### config.mk
export PLATFORM = sky130hd
export DESIGN_NAME = ifetch_mem_responder
export DESIGN_NICKNAME = d
export VERILOG_FILES = /design/src/rtl/ifetch_mem_responder.sv
export SDC_FILE = /design/constraint.sdc
export NUM_CORES = 1
export LEC_CHECK = 0
export BUFFER_PORTS_ARGS = -buffer_cell sky130_fd_sc_hd__buf_2
export CAP_MARGIN = 30
export CORE_ASPECT_RATIO = 0.9
export CORE_MARGIN = 1
export CORE_UTILIZATION = 35
export DETAILED_ROUTE_END_ITERATION = 12
export GPL_TIMING_DRIVEN = 0
export PLACE_DENSITY = 0.57
export REMOVE_ABC_BUFFERS = 1
export SYNTH_ARGS = -nofsm -noshare
export SYNTH_HDL_FRONTEND = slang
export SYNTH_SLANG_ARGS = --single-unit
export TNS_END_PERCENT = 10
### constraint.sdc
create_clock -name clk -period 3.4 [get_ports clk]
set_input_delay 0.17 -clock clk [delete_from_list [all_inputs] [get_ports clk]]
set_output_delay 0.17 -clock clk [all_outputs]
set_load 0.01 [all_outputs]
### src/rtl/ifetch_mem_responder.sv
// rtl/ifetch_mem_responder.sv - instruction fetch responder on a byte-wide RAM port
//
// Reads one little-endian instruction per accepted request. The address may be
// halfword-aligned. Byte0[1:0]==2'b11 selects a 32-bit instruction; anything else
// is a 16-bit compressed instruction, returned zero-extended.
//
// Optional feature macro: ICACHE_EN (direct-mapped instruction cache).
//
// Ports:
//   clk, rst_n        clock, synchronous active-low reset
//   clear             flush: abort the in-flight fetch, no data_ready for it
//   asking, addr      fetch request and its address (addr[31:ADDR_W] ignored)
//   mem_busy          RAM port owned by another master; only blocks a new fetch start
//   mem_din           RAM read byte, valid two edges after mem_a was registered
//   mem_a, mem_rd_en  RAM byte address and read strobe
//   data, data_ready  fetched instruction (held) and its one-cycle valid pulse
module ifetch_mem_responder #(
  parameter int ADDR_W       = 17,
  parameter int ICACHE_LINES = 16
) (
  input  logic              clk,
  input  logic              rst_n,
  input  logic              clear,
  input  logic              asking,
  input  logic [31:0]       addr,
  input  logic              mem_busy,
  input  logic [7:0]        mem_din,
  output logic [ADDR_W-1:0] mem_a,
  output logic              mem_rd_en,
  output logic [31:0]       data,
  output logic              data_ready
);

  typedef enum logic {IDLE, FETCH} state_t;

  state_t            state_q, state_d;
  logic [ADDR_W-1:0] base_q, base_d;
  logic [ADDR_W-1:0] mem_a_q, mem_a_d;
  logic              mem_rd_en_q, mem_rd_en_d;
  logic [2:0]        iss_cnt_q, iss_cnt_d;
  logic [2:0]        rcv_cnt_q, rcv_cnt_d;
  logic [2:0]        cyc_q, cyc_d;
  logic [2:0]        len_q, len_d;
  logic [23:0]       byte_buf_q, byte_buf_d;
  logic [31:0]       data_q, data_d;
  logic              data_ready_q, data_ready_d;

  logic [2:0]        len_eff;
  logic [31:0]       word;
  logic              cache_hit;
  logic [31:0]       cache_rdata;
  logic              fill_we;
  logic [31:0]       fill_data;

  wire unused_addr_hi = ^addr[31:ADDR_W];

  always_comb begin
    state_d      = state_q;
    base_d       = base_q;
    mem_a_d      = mem_a_q;
    mem_rd_en_d  = mem_rd_en_q;
    iss_cnt_d    = iss_cnt_q;
    rcv_cnt_d    = rcv_cnt_q;
    cyc_d        = cyc_q;
    len_d        = len_q;
    byte_buf_d   = byte_buf_q;
    data_d       = data_q;
    data_ready_d = 1'b0;
    fill_we      = 1'b0;
    fill_data    = 32'h0;

    // Length becomes known the edge byte0 arrives; that same edge must already
    // see the short length so the base+2 issue is suppressed.
    len_eff = len_q;
    if (state_q == FETCH && cyc_q == 3'd2 && mem_din[1:0] != 2'b11) begin
      len_eff = 3'd2;
    end

    if (len_eff == 3'd2) begin
      word = {16'h0, mem_din, byte_buf_q[7:0]};
    end else begin
      word = {mem_din, byte_buf_q[23:0]};
    end

    case (state_q)
      IDLE: begin
        mem_rd_en_d = 1'b0;
        if (asking && cache_hit) begin
          data_d       = cache_rdata;
          data_ready_d = 1'b1;
        end else if (asking && !mem_busy) begin
          state_d     = FETCH;
          base_d      = addr[ADDR_W-1:0];
          mem_a_d     = addr[ADDR_W-1:0];
          mem_rd_en_d = 1'b1;
          iss_cnt_d   = 3'd1;
          rcv_cnt_d   = 3'd0;
          cyc_d       = 3'd1;
          len_d       = 3'd4;
        end
      end

      FETCH: begin
        cyc_d = cyc_q + 3'd1;
        len_d = len_eff;

        // Strobe stays high exactly while a needed address is being presented.
        if (iss_cnt_q < len_eff) begin
          mem_a_d     = base_q + ADDR_W'(iss_cnt_q);
          iss_cnt_d   = iss_cnt_q + 3'd1;
          mem_rd_en_d = 1'b1;
        end else begin
          mem_rd_en_d = 1'b0;
        end

        if (cyc_q >= 3'd2) begin
          rcv_cnt_d = rcv_cnt_q + 3'd1;
          case (rcv_cnt_q)
            3'd0:    byte_buf_d[7:0]   = mem_din;
            3'd1:    byte_buf_d[15:8]  = mem_din;
            3'd2:    byte_buf_d[23:16] = mem_din;
            default: byte_buf_d        = byte_buf_q;
          endcase
          if (rcv_cnt_q == len_eff - 3'd1) begin
            state_d      = IDLE;
            mem_rd_en_d  = 1'b0;
            data_d       = word;
            data_ready_d = 1'b1;
            fill_we      = 1'b1;
            fill_data    = word;
          end
        end
      end

      default: state_d = IDLE;
    endcase

    if (clear) begin
      state_d      = IDLE;
      mem_a_d      = mem_a_q;
      mem_rd_en_d  = 1'b0;
      data_d       = data_q;
      data_ready_d = 1'b0;
      fill_we      = 1'b0;
    end
  end

  always_ff @(posedge clk) begin
    if (!rst_n) begin
      state_q      <= IDLE;
      base_q       <= '0;
      mem_a_q      <= '0;
      mem_rd_en_q  <= 1'b0;
      iss_cnt_q    <= 3'd0;
      rcv_cnt_q    <= 3'd0;
      cyc_q        <= 3'd0;
      len_q        <= 3'd4;
      byte_buf_q   <= 24'h0;
      data_q       <= 32'h0;
      data_ready_q <= 1'b0;
    end else begin
      state_q      <= state_d;
      base_q       <= base_d;
      mem_a_q      <= mem_a_d;
      mem_rd_en_q  <= mem_rd_en_d;
      iss_cnt_q    <= iss_cnt_d;
      rcv_cnt_q    <= rcv_cnt_d;
      cyc_q        <= cyc_d;
      len_q        <= len_d;
      byte_buf_q   <= byte_buf_d;
      data_q       <= data_d;
      data_ready_q <= data_ready_d;
    end
  end

`ifdef ICACHE_EN
  localparam int IDX_W = $clog2(ICACHE_LINES);
  localparam int TAG_W = ADDR_W - IDX_W - 1;

  logic              cache_valid_q [ICACHE_LINES];
  logic [TAG_W-1:0]  cache_tag_q   [ICACHE_LINES];
  logic [31:0]       cache_data_q  [ICACHE_LINES];
  logic [IDX_W-1:0]  req_idx, fill_idx;
  logic [TAG_W-1:0]  req_tag, fill_tag;

  // Lookup uses the live request address; fill uses the latched base of the
  // fetch that is completing.
  assign req_idx     = addr[IDX_W:1];
  assign req_tag     = addr[ADDR_W-1:IDX_W+1];
  assign fill_idx    = base_q[IDX_W:1];
  assign fill_tag    = base_q[ADDR_W-1:IDX_W+1];
  assign cache_hit   = (state_q == IDLE) && cache_valid_q[req_idx] &&
                       (cache_tag_q[req_idx] == req_tag);
  assign cache_rdata = cache_data_q[req_idx];

  always_ff @(posedge clk) begin
    if (!rst_n) begin
      for (int i = 0; i < ICACHE_LINES; i++) begin
        cache_valid_q[i] <= 1'b0;
      end
    end else if (fill_we) begin
      cache_valid_q[fill_idx] <= 1'b1;
      cache_tag_q[fill_idx]   <= fill_tag;
      cache_data_q[fill_idx]  <= fill_data;
    end
  end

  wire unused_addr_lsb = addr[0];
`else
  localparam int unused_lines = ICACHE_LINES;

  assign cache_hit   = 1'b0;
  assign cache_rdata = 32'h0;

  wire unused_fill = fill_we ^ (^fill_data);
`endif

  assign mem_a      = mem_a_q;
  assign mem_rd_en  = mem_rd_en_q;
  assign data       = data_q;
  assign data_ready = data_ready_q;

endmodule

### After elaboration in Yosys (flattened, before gate mapping)

Index checks and enable logic that the tools add are counted.

* register bits after elaboration: 105
* input bits: 45
* output and inout port bits: 51
* word-level logic and storage cells: 75

* add/sub/neg operators: 5
* order comparisons: 2
* eq/ne operators: 10
* muxes and demuxes: 28
* bitwise operators: 3
* reduce and logical (&&, ||, !) cells: 14

Operators by type and width (count)
* two-way mux 32 bit: 4
* two-way mux 17 bit: 2
* case mux 17 bit (2 select lines): 1
* case mux 3 bit (2 select lines): 4
* two-way mux 3 bit: 6
* adder 17 x 3 -> 17 bit: 1
* AND reduction 3 bit: 4
* adder 3 x 1 -> 3 bit (second input constant): 3
* equality test 3 x 2 -> 1 bit (second input constant): 3
* two-way mux 1 bit: 8
* != test 2 x 1 -> 1 bit (second input constant): 3
* case mux 1 bit (2 select lines): 3
* AND reduction 2 bit: 3
* != test 2 bit (second input constant): 2
* AND reduction 4 bit: 1
* equality test 3 x 1 -> 1 bit (second input constant): 1
* equality test 3 bit: 1
* >= comparator 3 x 2 -> 1 bit (second input constant): 1
* logical AND 1 bit: 3
* zero test 3 bit: 1
* less-than comparator 3 bit: 1
* NOT 1 bit: 3
* subtractor 3 x 1 -> 3 bit (second input constant): 1
* OR reduction 2 bit: 1
* zero test 1 bit: 1

### Longest topological paths before layout

Gate-level depths: netlist (run 1).

* word-level depth: 9
* mapped depth: 12
* mapped depth without buffers: 11

### Worst setup path after synthesis (run 1)

Ideal clock, no wire load.

* path type: register -> register
* from: register cyc_q[0]
* to: register mem_a_q[12] (netlist: mem_a[12])
* data arrival time: 2391 ps
* required time: 3284 ps
* slack: 893 ps
* cell stages (with the launch flop): 13
* path buffers: 1
* cells stage by stage: dfxtp_1 > inv_1 > ha_1 > and3b_1 > nand2_1 > nand2_1 > ha_1 > nor3b_1 > a22oi_1 > o21ai_0 > clkbuf_1 > a211oi_1 > a31o_2

* longest elaborated chain between the ends: 7

Ends and longest elaborated chain
* start: declaration: RTL line 42 `logic [2:0] cyc_q, cyc_d;`
* start signal: assignment: RTL line 168 `cyc_q <= cyc_d;`
* equality test 3 x 2 -> 1 bit: RTL line 75 `if (state_q == FETCH && cyc_q == 3'd2 && mem_din[1:0] != 2'b11) begin`
* logical AND 1 bit (2 in series): RTL line 75
* two-way mux 3 bit: RTL line 75
* less-than comparator 3 bit: RTL line 108 `if (iss_cnt_q < len_eff) begin`
* != test 2 x 1 -> 1 bit (no source line)
* AND reduction 3 bit (no source line)
* end signal: assignment: RTL line 164 `mem_a_q <= mem_a_d;`
* end: declaration: RTL line 38 `logic [ADDR_W-1:0] mem_a_q, mem_a_d;`

No other way between the ends.
A chain may end at the register's enable or synchronous reset.

### Worst setup path in the final report (run 1)

* from: register state_q
* to: register data_q[11] (netlist: data[11])

* longest elaborated chain between the ends: 8

Ends and longest elaborated chain
* start: declaration: RTL line 36 `state_t state_q, state_d;`
* start signal: assignment: RTL line 162 `state_q <= state_d;`
* branches (longest 8 deep; another with subtractor 3 x 1 -> 3 bit)
* end signal: assignment: RTL line 171 `data_q <= data_d;`
* end: declaration: RTL line 45 `logic [31:0] data_q, data_d;`

Several ways; the timed one is not identified. The select of a mux whose other input is x is not followed.

==> impl_metrics.env, run 1 <==
export IMPL_outcome="finished, final reports clean"
export IMPL_drv_slew=0
export IMPL_ir_drop_mv=0.2609
export IMPL_utilization=0.4325
export IMPL_core_mm2=0.01274
export IMPL_numClockSinks=105
export IMPL_maxCapViolations=0
export IMPL_hp_class="in -> reg"
export IMPL_gp_congestion=0.7803
export IMPL_synth_top_area_frac=0.4566
export IMPL_via_count=4012
export IMPL_ys_ff_latch=105
export IMPL_drc_errors=0
export IMPL_drt_vias_per_instance=5.040
export IMPL_cp_required_ns=3.66
export IMPL_ant_nets=0
export IMPL_numCtsBuffers=9
export IMPL_io_pins=96
export IMPL_worstSetupEndpointType="register"
export IMPL_cts_max_path_buffers=2
export IMPL_place_area_mm2=0.005186
export IMPL_cp_startpoint="state_q$_SDFF_PP0_"
export IMPL_power_frac_comb=0.062
export IMPL_start_util=0.3614
export IMPL_hold_start="addr[0]"
export IMPL_track_usage=0.1723
export IMPL_p_leak_nw=2.111
export IMPL_synth_top_cells_by_count="nand2_1, dfxtp_1, a21oi_1"
export IMPL_ctsHoldBuffers=0
export IMPL_period_needed_ns=2.974
export IMPL_yosys_warnings=0
export IMPL_syn_inst=567
export IMPL_final_nets=685
export IMPL_r2r_start="state_q$_SDFF_PP0_"
export IMPL_grt_pass1_wl_mm=18.51
export IMPL_fin_crit_sh=0.8748
export IMPL_tns_ns=0
export IMPL_setup_viol=0
export IMPL_p_sw_uw=563.6
export IMPL_cts_clk_slew_worst_paths_ns=0.07
export IMPL_yosysTopAreaCell="dfxtp_1"
export IMPL_path_common_cell="buf_16"
export IMPL_switching_share=0.2240
export IMPL_cpPeakStageDelay_ns=0.62
export IMPL_syn2layout_area_growth_pct=19.65
export IMPL_yosysSeqAreaShare=0.4566
export IMPL_antenna_cells=0
export IMPL_wire_per_inst_um=14.20
export IMPL_power_density_mw_per_mm2=456.8
export IMPL_cp_cell_sequence="and3b_1, a21oi_2, or4_4, a211oi_4, buf_16, buf_16, nor2_1, a211oi_1"
export IMPL_yosys_most_used_dff="dfxtp_1"
export IMPL_power_mw=2.516
export IMPL_cts_tree="built"
export IMPL_die_h_um=110.8
export IMPL_synthArstFlopShare=0
export IMPL_yosysMostFrequentCell="nand2_1"
export IMPL_rows=39
export IMPL_internal_power_mw=1.952
export IMPL_post_route_cell_area_mm2=0.005508
export IMPL_syn_area_per_cell_um2=8.118
export IMPL_yosysUniqueCellTypes=51
export IMPL_synth_top_cells_by_area="dfxtp_1, nand2_1, a21oi_1, o21ai_0, nand3_1"
export IMPL_drt_iter0_markers=279
export IMPL_clkPwrFrac=0.432
export IMPL_grt_max_degree=43
export IMPL_skew_ns=0.007368
export IMPL_crit_type="reg -> reg"
export IMPL_clock_latency_ns=0.34
export IMPL_seq_power_share=0.506
export IMPL_drtPass1Iterations=4
export IMPL_drive_gt1_frac=0.1851
export IMPL_worst_slew_pin_slew_ns=0.9611
export IMPL_cp_start_kind="register"
export IMPL_routed_wl_mm=11.30
export IMPL_ctsHtreeMaxLevel=3
export IMPL_port_buffers=80
export IMPL_max_slew_margin=0.3593
export IMPL_cp_max_fo=25
export IMPL_fin_ws_ns=0.4257
export IMPL_critPathSlowestCell="dfxtp_2"
export IMPL_hold_violations=0
export IMPL_post_place_ws_ns=-0.06573
export IMPL_timing_fmax_mhz=336.2
export IMPL_root_buffer="clkbuf_16"
export IMPL_dp_hpwl_mm=7.730
export IMPL_cp_data_arrival_time_ns=3.23
export IMPL_antenna_found_initial=0
export IMPL_grt_setup_unrepaired="no"
export IMPL_grt_ovfl_total=0
export IMPL_die_area_mm2=0.01362
export IMPL_synth_edf_count=0
export IMPL_syn_cell_area_mm2=0.004603
export IMPL_die_w_um=122.9
export IMPL_grt_pass1_vias=3743
==> state kept, by name, summed over array words and instances (netlist names) <==
name	cells
mem_a	17
len_q	3
data	32
mem_rd_en	1
iss_cnt_q	3
cyc_q	3
rcv_cnt_q	3
base_q	17
byte_buf_q	24
data_ready	1
state_q	1
==> cell usage in the layout (no fill, tap or decap), drive strengths merged, types with 4 or more instances in the layout <==
cell type and n:
nand2 149, dfxtp 105, buf 86, a21oi 63, nor2 32, o21ai 30
nand3 28, xnor2 14, a211oi 14, mux2i 11, ha 11, clkbuf 10
a211o 7, o211ai 6, inv 6, and2 5, nor3 5, nand2b 4
nand4 4, xor2 4, nor3b 4
==> worst paths after layout <==
| kind | slack, ns | cells after the start | endpoint |
|---|---|---|---|
| hold / removal | 0.07 | 3 | base_q[0]$_SDFFE_PN0P_ |
| hold reg to reg | 0.45 | 2 | mem_a[2]$_SDFFE_PN0P_ |
| setup reg to reg | 0.43 | 8 | data[11]$_SDFFE_PN0P_ |
| setup / recovery | 0.43 | 8 | data[11]$_SDFFE_PN0P_ |
==> routing by layer <==
layer	routed length, µm	track usage	up-vias
li1	-	-	2064
met1	5381	0.2409	1854
met2	5080	0.2607	82
met3	670	0.03344	12
met4	172	0.06260	0
met5	0	0	-
==> cells by family (layout without fill, tap and decap cells) <==
kind of cell    Yosys count  after routing  share of synthesized area
xor+xnor                 18             18                    0.03425
mux                      11             11                    0.02392
buf+inv                  42            106                    0.03669
fa+ha+maj                12             12                    0.03425
simple gates            249            249                     0.2411
flops                   105            105                     0.4566
compound gates          130            131                     0.1732
==> repair_timing <==
action                                 in CTS  in global routing
endpoints found under the hold margin       0                  0
resized for setup                           0                  1
pin swaps                                   1                  0
cloned                                      1                  0
setup endpoints to repair                   2                 24
buffers inserted                            0                  0
==> through the flow <==
step	cells	hold slack (ns)
4_1_cts	796	0.06708
5_1_grt	796	0.07453
3_5_place_dp	780	0.4306
3_3_place_gp	774	0.4265
6_report	796	0.07467
2_1_floorplan	530	0.2319
==> power groups by stage <==
stage / Clock [mW] / Sequential [mW] / Combinational [mW]
floorplan: 0 / 1.30 / 0.0738
global placement: 0 / 1.30 / 0.146
detailed placement: 0 / 1.30 / 0.157
CTS: 1.11 / 1.27 / 0.159
global route: 1.17 / 1.28 / 0.176
finish: 1.09 / 1.27 / 0.157
==> critical path, delay by kind of cell, from the launching register on <==
kind	cells	cell delay, ns
AOI/OAI and AO/OA	3	1.00
and+or+nand+nor	3	0.86
DFF	1	0.62
buffers and inverters	2	0.39
==> final cells by class <==
| cell class | instances | area [µm²] |
|---|---|---|
| fill | 1274 | 7228 |
| multi-input combinational | 421 | 2356 |
| sequential | 105 | 2103 |
| timing repair buffer | 86 | 516.7 |
| clock buffer | 10 | 229.0 |
| tap | 164 | 205.2 |
| clock inverter | 5 | 78.83 |
| inverter | 5 | 18.77 |
No activity file was read; power rests on OpenSTA's default activity.
==> run 2: changes to the inputs <==
--- a/config.mk
+++ b/config.mk
@@ -7,12 +7,14 @@
 export LEC_CHECK = 0
 export BUFFER_PORTS_ARGS = -buffer_cell sky130_fd_sc_hd__buf_2
 export CAP_MARGIN = 30
+export CELL_PAD_IN_SITES_DETAIL_PLACEMENT = 1
+export CELL_PAD_IN_SITES_GLOBAL_PLACEMENT = 1
 export CORE_ASPECT_RATIO = 0.9
 export CORE_MARGIN = 1
 export CORE_UTILIZATION = 35
 export DETAILED_ROUTE_END_ITERATION = 12
 export GPL_TIMING_DRIVEN = 0
-export PLACE_DENSITY = 0.57
+export PLACE_DENSITY = 0.73
 export REMOVE_ABC_BUFFERS = 1
 export SYNTH_ARGS = -nofsm -noshare
 export SYNTH_HDL_FRONTEND = slang
==> run 2 against run 1 <==
Power is 1.2% higher. Critical path type unchanged. Critical path depth is 1 higher. Via count grew 2.0%. Largest cell class unchanged. Hold slack worse by 0.0095 ns. Sequential share of layout area decreased by 0.16 points. Clock power barely moved. Wire length is 8.4% higher. Largest power group unchanged. Flip-flop and latch count is the same. Global-route usage is 1.6 points higher. Fmax down 4.5%. Clock-buffer cell count decreased by 1. Highest routed layer unchanged. Combinational power grew 8%.
==> impl_metrics.env, run 2 (synthesis results as in run 1) <==
export IMPL_cp_cell_sequence="and3b_1, nand2_1, nand2_1, ha_1, nor3b_1, a22oi_1, o21a_1, o211ai_1, a21oi_1"
export IMPL_cp_data_arrival_time_ns=3.39
export IMPL_grt_pass1_vias=4138
export IMPL_port_buffers=80
export IMPL_track_usage=0.1881
export IMPL_drive_gt1_frac=0.1877
export IMPL_ant_nets=0
export IMPL_wire_per_inst_um=15.35
export IMPL_drt_vias_per_instance=5.129
export IMPL_p_leak_nw=2.128
export IMPL_worst_slew_pin_slew_ns=0.8298
export IMPL_post_route_cell_area_mm2=0.005528
export IMPL_gp_congestion=0.7428
export IMPL_reg2reg_slack_ns=0.28
export IMPL_skew_ns=0.005288
export IMPL_hold_violations=0
export IMPL_die_w_um=122.9
export IMPL_syn2layout_area_growth_pct=20.09
export IMPL_critPathSlowestCell="dfxtp_1"
export IMPL_antenna_found_initial=0
export IMPL_outcome="finished, final reports clean"
export IMPL_rows=39
export IMPL_post_cts_buffers=0
export IMPL_drv_slew=0
export IMPL_numCtsBuffers=9
export IMPL_cts_tree="built"
export IMPL_numClockSinks=105
export IMPL_largest_reg_flops=32
export IMPL_final_nets=686
export IMPL_fin_crit_sh=0.9162
export IMPL_grt_ovfl_total=0
export IMPL_worstSetupEndpointType="register"
export IMPL_routed_wl_mm=12.25
export IMPL_crit_family="compound AO/OA/AOI/OAI gates"
export IMPL_grt_max_degree=51
export IMPL_grt_setup_unrepaired="no"
export IMPL_grt_pass1_wl_mm=20.33
export IMPL_root_buffer="clkbuf_16"
export IMPL_via_count=4093
export IMPL_tns_ns=0
export IMPL_drt_iter0_markers=195
export IMPL_cts_clk_slew_worst_paths_ns=0.08
export IMPL_place_area_mm2=0.005216
export IMPL_r2r_end="mem_a[14]$_SDFFE_PN0P_"
export IMPL_antenna_cells=0
export IMPL_cp_depth=9
export IMPL_start_util=0.3614
export IMPL_r2r_start="state_q$_SDFF_PP0_"
export IMPL_mostFrequentLayoutCell="nand2_1"
export IMPL_cp_required_ns=3.68
export IMPL_post_place_ws_ns=0.2575
export IMPL_cp_startpoint="state_q$_SDFF_PP0_"
export IMPL_final_cell_mix="nand2_1, dfxtp_1, buf_2"
export IMPL_timing_fmax_mhz=321.0
export IMPL_die_h_um=110.8
export IMPL_max_slew_margin=0.4461
export IMPL_drc_errors=0
export IMPL_cp_max_fo=18
export IMPL_hp_class="in -> reg"
export IMPL_fin_ws_ns=0.2848
export IMPL_die_area_mm2=0.01362
export IMPL_clock_latency_ns=0.35
export IMPL_io_pins=96
export IMPL_maxCapViolations=0
export IMPL_power_density_mw_per_mm2=460.6
export IMPL_crit_type="reg -> reg"
export IMPL_cpPeakStageDelay_ns=0.87
export IMPL_core_mm2=0.01274
export IMPL_ir_drop_mv=0.2343
export IMPL_cp_start_kind="register"
export IMPL_path_common_cell="nand2_1"
export IMPL_worst_hold_slack_ns=0.06522
export IMPL_ctsHtreeMaxLevel=3
export IMPL_ff2ff_path_depth=9
export IMPL_dp_hpwl_mm=8.625
export IMPL_ctsHoldBuffers=0
export IMPL_crit_end="mem_a[14]$_SDFFE_PN0P_"
export IMPL_crit_buf_inv=0
export IMPL_drtPass1Iterations=4
export IMPL_post_cts_resize_count=0
export IMPL_cts_max_path_buffers=2
export IMPL_setup_viol=0
export IMPL_period_needed_ns=3.115
## run 2: cell type report
class / instances / area, µm²
fill: 1553 / 7208
multi-input combinational: 420 / 2344
sequential: 105 / 2102
timing repair buffer: 88 / 546.8
clock buffer: 9 / 225.2
tap: 164 / 205.2
clock inverter: 7 / 86.33
inverter: 5 / 18.77
## run 2: through the flow
stage / cells / util / total power [mW]
floorplan: 530 / - / 1.377
global placement: 774 / 0.3972 / 1.450
detailed placement: 782 / 0.4096 / 1.471
CTS: 798 / 0.4340 / 2.574
global route: 798 / 0.4340 / 2.641
finish: 798 / 0.4340 / 2.546
## run 2: report_power, final
part | switching (mW) | total (mW) | leakage (nW) | internal, mW
clock network | 0.517 | 1.11 | 0.154 | 0.588
logic | 0.104 | 0.169 | 1.12 | 0.0651
registers | 0.0208 | 1.27 | 0.850 | 1.25
## run 2: worst register-to-register path, stage by stage, from the launching register on
cell and delay (ns):
dfxtp_1 0.87, and3b_1 0.34, nand2_1 0.18, nand2_1 0.11, ha_1 0.23, nor3b_1 0.15, a22oi_1 0.32, o21a_1 0.49
o211ai_1 0.21, a21oi_1 0.15
## run 2: routing by layer
layer	track usage	share of wire	routed length, µm
met1	0.2553	0.49	6029
met4	0.06179	0.012	146
met2	0.3034	0.46	5696
met5	0	0	0
met3	0.02726	0.031	379
## run 2: worst min-delay path by stage
stage,from,slack [ns],cells past startpoint,to
4_1_cts,addr[12],0.06,3,base_q[12]$_SDFFE_PN0P_
6_report,addr[12],0.07,3,base_q[12]$_SDFFE_PN0P_
3_3_place_gp,addr[12],0.42,3,base_q[12]$_SDFFE_PN0P_
5_1_grt,addr[6],0.07,3,base_q[6]$_SDFFE_PN0P_
3_5_place_dp,addr[12],0.43,3,base_q[12]$_SDFFE_PN0P_
2_1_floorplan,rst_n,0.23,1,len_q[2]$_SDFFE_PN1N_
